## config.mk

```make
export PLATFORM = sky130hd
export DESIGN_NAME = snake_game_ctrl
export DESIGN_NICKNAME = d
export VERILOG_FILES = /design/src/rtl/snake_game_ctrl.sv
export SDC_FILE = /design/constraint.sdc
export NUM_CORES = 1
export LEC_CHECK = 0
export CORE_UTILIZATION = 55
export DETAILED_ROUTE_END_ITERATION = 10
export PLACE_DENSITY = 0.9
export SLEW_MARGIN = 10
export SYNTH_ARGS = -nofsm -noshare
export SYNTH_HDL_FRONTEND = slang
export SYNTH_SLANG_ARGS = --single-unit
```

## constraint.sdc

```tcl
create_clock -name CLK -period 3 [get_ports CLK]
set_input_delay 0.6 -clock CLK [delete_from_list [all_inputs] [get_ports CLK]]
set_output_delay 0.6 -clock CLK [all_outputs]
set_load 0.05 [all_outputs]
```

## src/rtl/snake_game_ctrl.sv

```systemverilog
// Game sequencer: owns IDLE/PLAY/WIN, counts food on TARGET_REACHED rising edges, rolls new food from a free-running LFSR.
// Outputs are registered and update one edge after an input rise is seen; there is no backpressure on any port.
module snake_game_ctrl #(
    parameter int unsigned WIN_SCORE   = 10,
    parameter logic [15:0] LFSR_SEED   = 16'hACE1,
    parameter int unsigned FOOD_INIT_H = 40,
    parameter int unsigned FOOD_INIT_V = 30
) (
    input  logic       CLK,
    input  logic       RESET,
    input  logic       BTN_ANY,
    input  logic       TARGET_REACHED,
    output logic [1:0] MASTER_STATE,
    output logic [7:0] FOOD_TARGET_H,
    output logic [6:0] FOOD_TARGET_V,
    output logic [3:0] SCORE,
    output logic       FOOD_EATEN
);
    typedef enum logic [1:0] {
        ST_IDLE = 2'b00,
        ST_PLAY = 2'b01,
        ST_WIN  = 2'b10
    } state_e;

    localparam logic [3:0] WIN_SCORE_C   = 4'(WIN_SCORE);
    localparam logic [7:0] FOOD_INIT_H_C = 8'(FOOD_INIT_H);
    localparam logic [6:0] FOOD_INIT_V_C = 7'(FOOD_INIT_V);

    state_e      state_q, state_d;
    logic        btn_q, tgt_q;
    logic        btn_rise, tgt_rise;
    logic [15:0] lfsr_q, lfsr_d;
    logic [3:0]  score_q, score_d, score_inc;
    logic [7:0]  food_h_q, food_h_d, h_map;
    logic [6:0]  food_v_q, food_v_d, v_map;
    logic        food_eaten_q, food_eaten_d;

    assign btn_rise  = BTN_ANY & ~btn_q;
    assign tgt_rise  = TARGET_REACHED & ~tgt_q;
    assign lfsr_d    = {lfsr_q[14:0], lfsr_q[15] ^ lfsr_q[13] ^ lfsr_q[12] ^ lfsr_q[10]};
    assign score_inc = score_q + 4'd1;

    // One conditional subtract folds the raw LFSR bytes onto the 160x120 grid.
    assign h_map = (lfsr_q[7:0]  >= 8'd160) ? (lfsr_q[7:0]  - 8'd160) : lfsr_q[7:0];
    assign v_map = (lfsr_q[14:8] >= 7'd120) ? (lfsr_q[14:8] - 7'd120) : lfsr_q[14:8];

    always_ff @(posedge CLK) begin
        if (RESET) begin
            state_q      <= ST_IDLE;
            btn_q        <= 1'b0;
            tgt_q        <= 1'b0;
            lfsr_q       <= LFSR_SEED;
            score_q      <= 4'd0;
            food_h_q     <= FOOD_INIT_H_C;
            food_v_q     <= FOOD_INIT_V_C;
            food_eaten_q <= 1'b0;
        end else begin
            state_q      <= state_d;
            btn_q        <= BTN_ANY;
            tgt_q        <= TARGET_REACHED;
            lfsr_q       <= lfsr_d;
            score_q      <= score_d;
            food_h_q     <= food_h_d;
            food_v_q     <= food_v_d;
            food_eaten_q <= food_eaten_d;
        end
    end

    always_comb begin
        state_d = state_q;
        case (state_q)
            ST_IDLE: if (btn_rise) state_d = ST_PLAY;
            ST_PLAY: if (tgt_rise && (score_inc == WIN_SCORE_C)) state_d = ST_WIN;
            ST_WIN:  if (btn_rise) state_d = ST_IDLE;
            default: state_d = ST_IDLE;
        endcase
    end

    // In PLAY the button is ignored, so a simultaneous button press never blocks a count.
    always_comb begin
        score_d      = score_q;
        food_h_d     = food_h_q;
        food_v_d     = food_v_q;
        food_eaten_d = 1'b0;
        case (state_q)
            ST_IDLE: if (btn_rise) score_d = 4'd0;
            ST_PLAY: begin
                if (tgt_rise) begin
                    score_d      = score_inc;
                    food_h_d     = h_map;
                    food_v_d     = v_map;
                    food_eaten_d = 1'b1;
                end
            end
            default: ;
        endcase
    end

    assign MASTER_STATE  = state_q;
    assign FOOD_TARGET_H = food_h_q;
    assign FOOD_TARGET_V = food_v_q;
    assign SCORE         = score_q;
    assign FOOD_EATEN    = food_eaten_q;
endmodule
```

==> out/qor.yml <==
grt_setup_unrepaired: "false"
grt_max_degree: 31
netlist-cell-type-count: 34
p_switching_uw: 258
synthAdderAreaFrac: 0.0334
clk_latency_ns: 0.35
num_vias: 1186
hold_class: "flip-flop to flip-flop"
synth_top_cell_by_area: "dfxtp_1"
p_int_uw: 725
synth-simple-area-share: 0.260
rows: 18
path_max_fanout: 9
root_buffer: "clkbuf_4"
clkSinkCount: 40
clock_path_buffers: 2
vias_per_cell: 5.47
path_buf_inv: 1
numCtsBuffers: 5
synth_nets: 166
run_status: "finished clean"
cts_setup_buffers: 0
tightest_slew_ns: 0.943
setup_viol: 0
slowest_stage: "clkdlybuf4s50_1"
synthXorXnorAreaFrac: 0.0351
drive_above_1_share: 0.107
first_global_vias: 1075
synth_area_leaders: "dfxtp_1 53%, a21oi_1 5.7%, nand2_1 5.3%"
period_minus_slack_ns: 2.29
synth_mux_area_frac: 0
cts_hold_buf: 0
critPathLaunchType: "flip-flop"
crit_arrival_ns: 1.69
port_buffers: 25
die_height_um: 54.2
io_pins: 26
seq_power_share: 0.589
antenna_cells: 0
start_util: 0.594
tns_ns: 0
wire_per_inst_um: 13.0
syn_to_final_growth_pct: 22.7
synthFlopType: "dfxtp_1"
yosys-top-cells-count: "40 x dfxtp_1, 21 x nand2_1, 17 x a21oi_1"
place_hpwl_mm: 1.98
hp-start: "FOOD_TARGET_V[6]"
drt_iter0_markers: 20
avgSynthCellArea_um2: 9.49
drcViolationCount: 0
r2r_slack_ns: 1.49
clkPwrFrac: 0.282
swShare: 0.263
async_flop_share: 0
cp-end-kind: "output pin"
grt_overflow: 0
synth-edff-count: 0
antenna_found_initial: 0
wl_mm: 2.82
maxSlewHeadroom: 0.370
die_area_um2: 2940
power.total_uw: 984
skew_ns: 0.0102
num-nets-final: 194
min_path_cells: 2
crit_chain: "clkdlybuf4s50_1"
synth-compound-area-share: 0.109
antenna_left: 0
maxCapViolations: 0
core_area_um2: 2520
fmax_mhz: 436
synth_area_um2: 1500
power_density_nw_per_um2: 535
yosysMostFrequentCell: "dfxtp_1"
seq_area_frac_synth: 0.534
synth_top_area_frac: 0.534
p_leak_uw: 0.000710
grt.total_usage: 0.225
final-max-slew-violation-count: 0
critPathTopFamily: "buffers and inverters"
p_comb_frac: 0.129
max_stage_delay_ns: 0.86
hold_viol: 0
peakVddDrop_mv: 0.437
hold_end: "FOOD_TARGET_V[6]"
cts.clk_slew.worst_paths_ns: 0.11
postSynthCellCount: 158
path_class: "flip-flop to output pin"
htreeDepth: 2
cts_tree: "yes"
drt_pass1_iterations: 4
final_cell_area_um2: 1840
ys_ff_latch: 40
ys_warn_count: 0
grt_pass1_wl_mm: 4.49
r2r_cells: 3
die_w_um: 54.2
required_ns: 2.40
worst_r2r_startpoint: "MASTER_STATE[0]"
synth_top_family_by_area: "simple AND/OR/NAND/NOR gates"
place_area_um2: 1780
post_cts_resized: 0
fin_crit_sh: 0.765
place_congestion: 0.753
reg2reg_to: "SCORE[2]"
worst max path at each step:
stage | from | to | slack (ns) | cells after the start
after floorplan | SCORE[0] | MASTER_STATE[1] | 1.28 | 4
after global placement | RESET | SCORE[1] | 0.82 | 3
after detailed placement | RESET | SCORE[1] | 0.77 | 3
after CTS | MASTER_STATE[1] | MASTER_STATE[1] | 0.71 | 1
after global routing | MASTER_STATE[0] | MASTER_STATE[0] | 0.65 | 1
final | MASTER_STATE[1] | MASTER_STATE[1] | 0.71 | 1
registers in the layout, indices dropped and copies added, names as in the netlist:
signal and count:
FOOD_EATEN 1, FOOD_TARGET_V 7, SCORE 4, tgt_q 1, FOOD_TARGET_H 8, lfsr_q 16, btn_q 1, MASTER_STATE 2
power groups by stage:
stage / Sequential [µW] / Clock, µW / Combinational [µW]
after detailed placement: 591 / 0 / 127
final: 579 / 277 / 127
after floorplan: 620 / 0 / 56.1
after global placement: 588 / 0 / 123
after global routing: 583 / 304 / 138
after CTS: 579 / 282 / 128
cell type report:
| cell class | count | area, µm² |
|---|---|---|
| clock buffer | 8 | 58.8 |
| fill | 184 | 683 |
| inverter | 4 | 15.0 |
| multi-input combinational | 107 | 654 |
| sequential | 40 | 801 |
| tap | 30 | 37.5 |
| timing repair buffer | 28 | 273 |
cells in the final DEF (no fill, tap or decap), types with 4 or more instances in the layout:
| cell | synthesis | routed |
|---|---|---|
| xor2_1 | 4 | 4 |
| clkbuf_4 | 0 | 5 |
| nand3b_1 | 4 | 4 |
| a21oi_1 | 17 | 17 |
| ha_1 | 4 | 4 |
| inv_1 | 4 | 4 |
| nor3_1 | 5 | 5 |
| nand2_1 | 21 | 21 |
| nor2b_1 | 10 | 10 |
| nor2_1 | 6 | 6 |
| clkdlybuf4s50_1 | 0 | 25 |
| or2_2 | 7 | 7 |
| dfxtp_1 | 40 | 40 |
per-stage QoR:
step | hold WS [ns] | cells | setup slack, ns | utilization
floorplan | 0.417 | 158 | 1.28 | -
global placement | 0.421 | 209 | 0.825 | 0.706
detailed placement | 0.431 | 209 | 0.772 | 0.706
CTS | 0.458 | 217 | 0.711 | 0.729
global route | 0.482 | 217 | 0.652 | 0.729
finish | 0.457 | 217 | 0.705 | 0.729
per-layer routing:
metal | up-vias | GRT usage | wire (µm)
li1 | 593 | - | -
met1 | 569 | 0.246 | 1270
met5 | - | 0 | 0
met2 | 17 | 0.376 | 1390
met4 | 0 | 0.107 | 63
met3 | 7 | 0.0876 | 95
kinds of logic after synthesis:
logic type / Yosys count
AND/OR/NAND/NOR: 70
flip-flops: 40
AO/OA/AOI/OAI: 27
buffers and inverters: 11
XOR/XNOR: 6
adder cells (fa/ha/maj): 4
(Power assumes the default switching activity.)
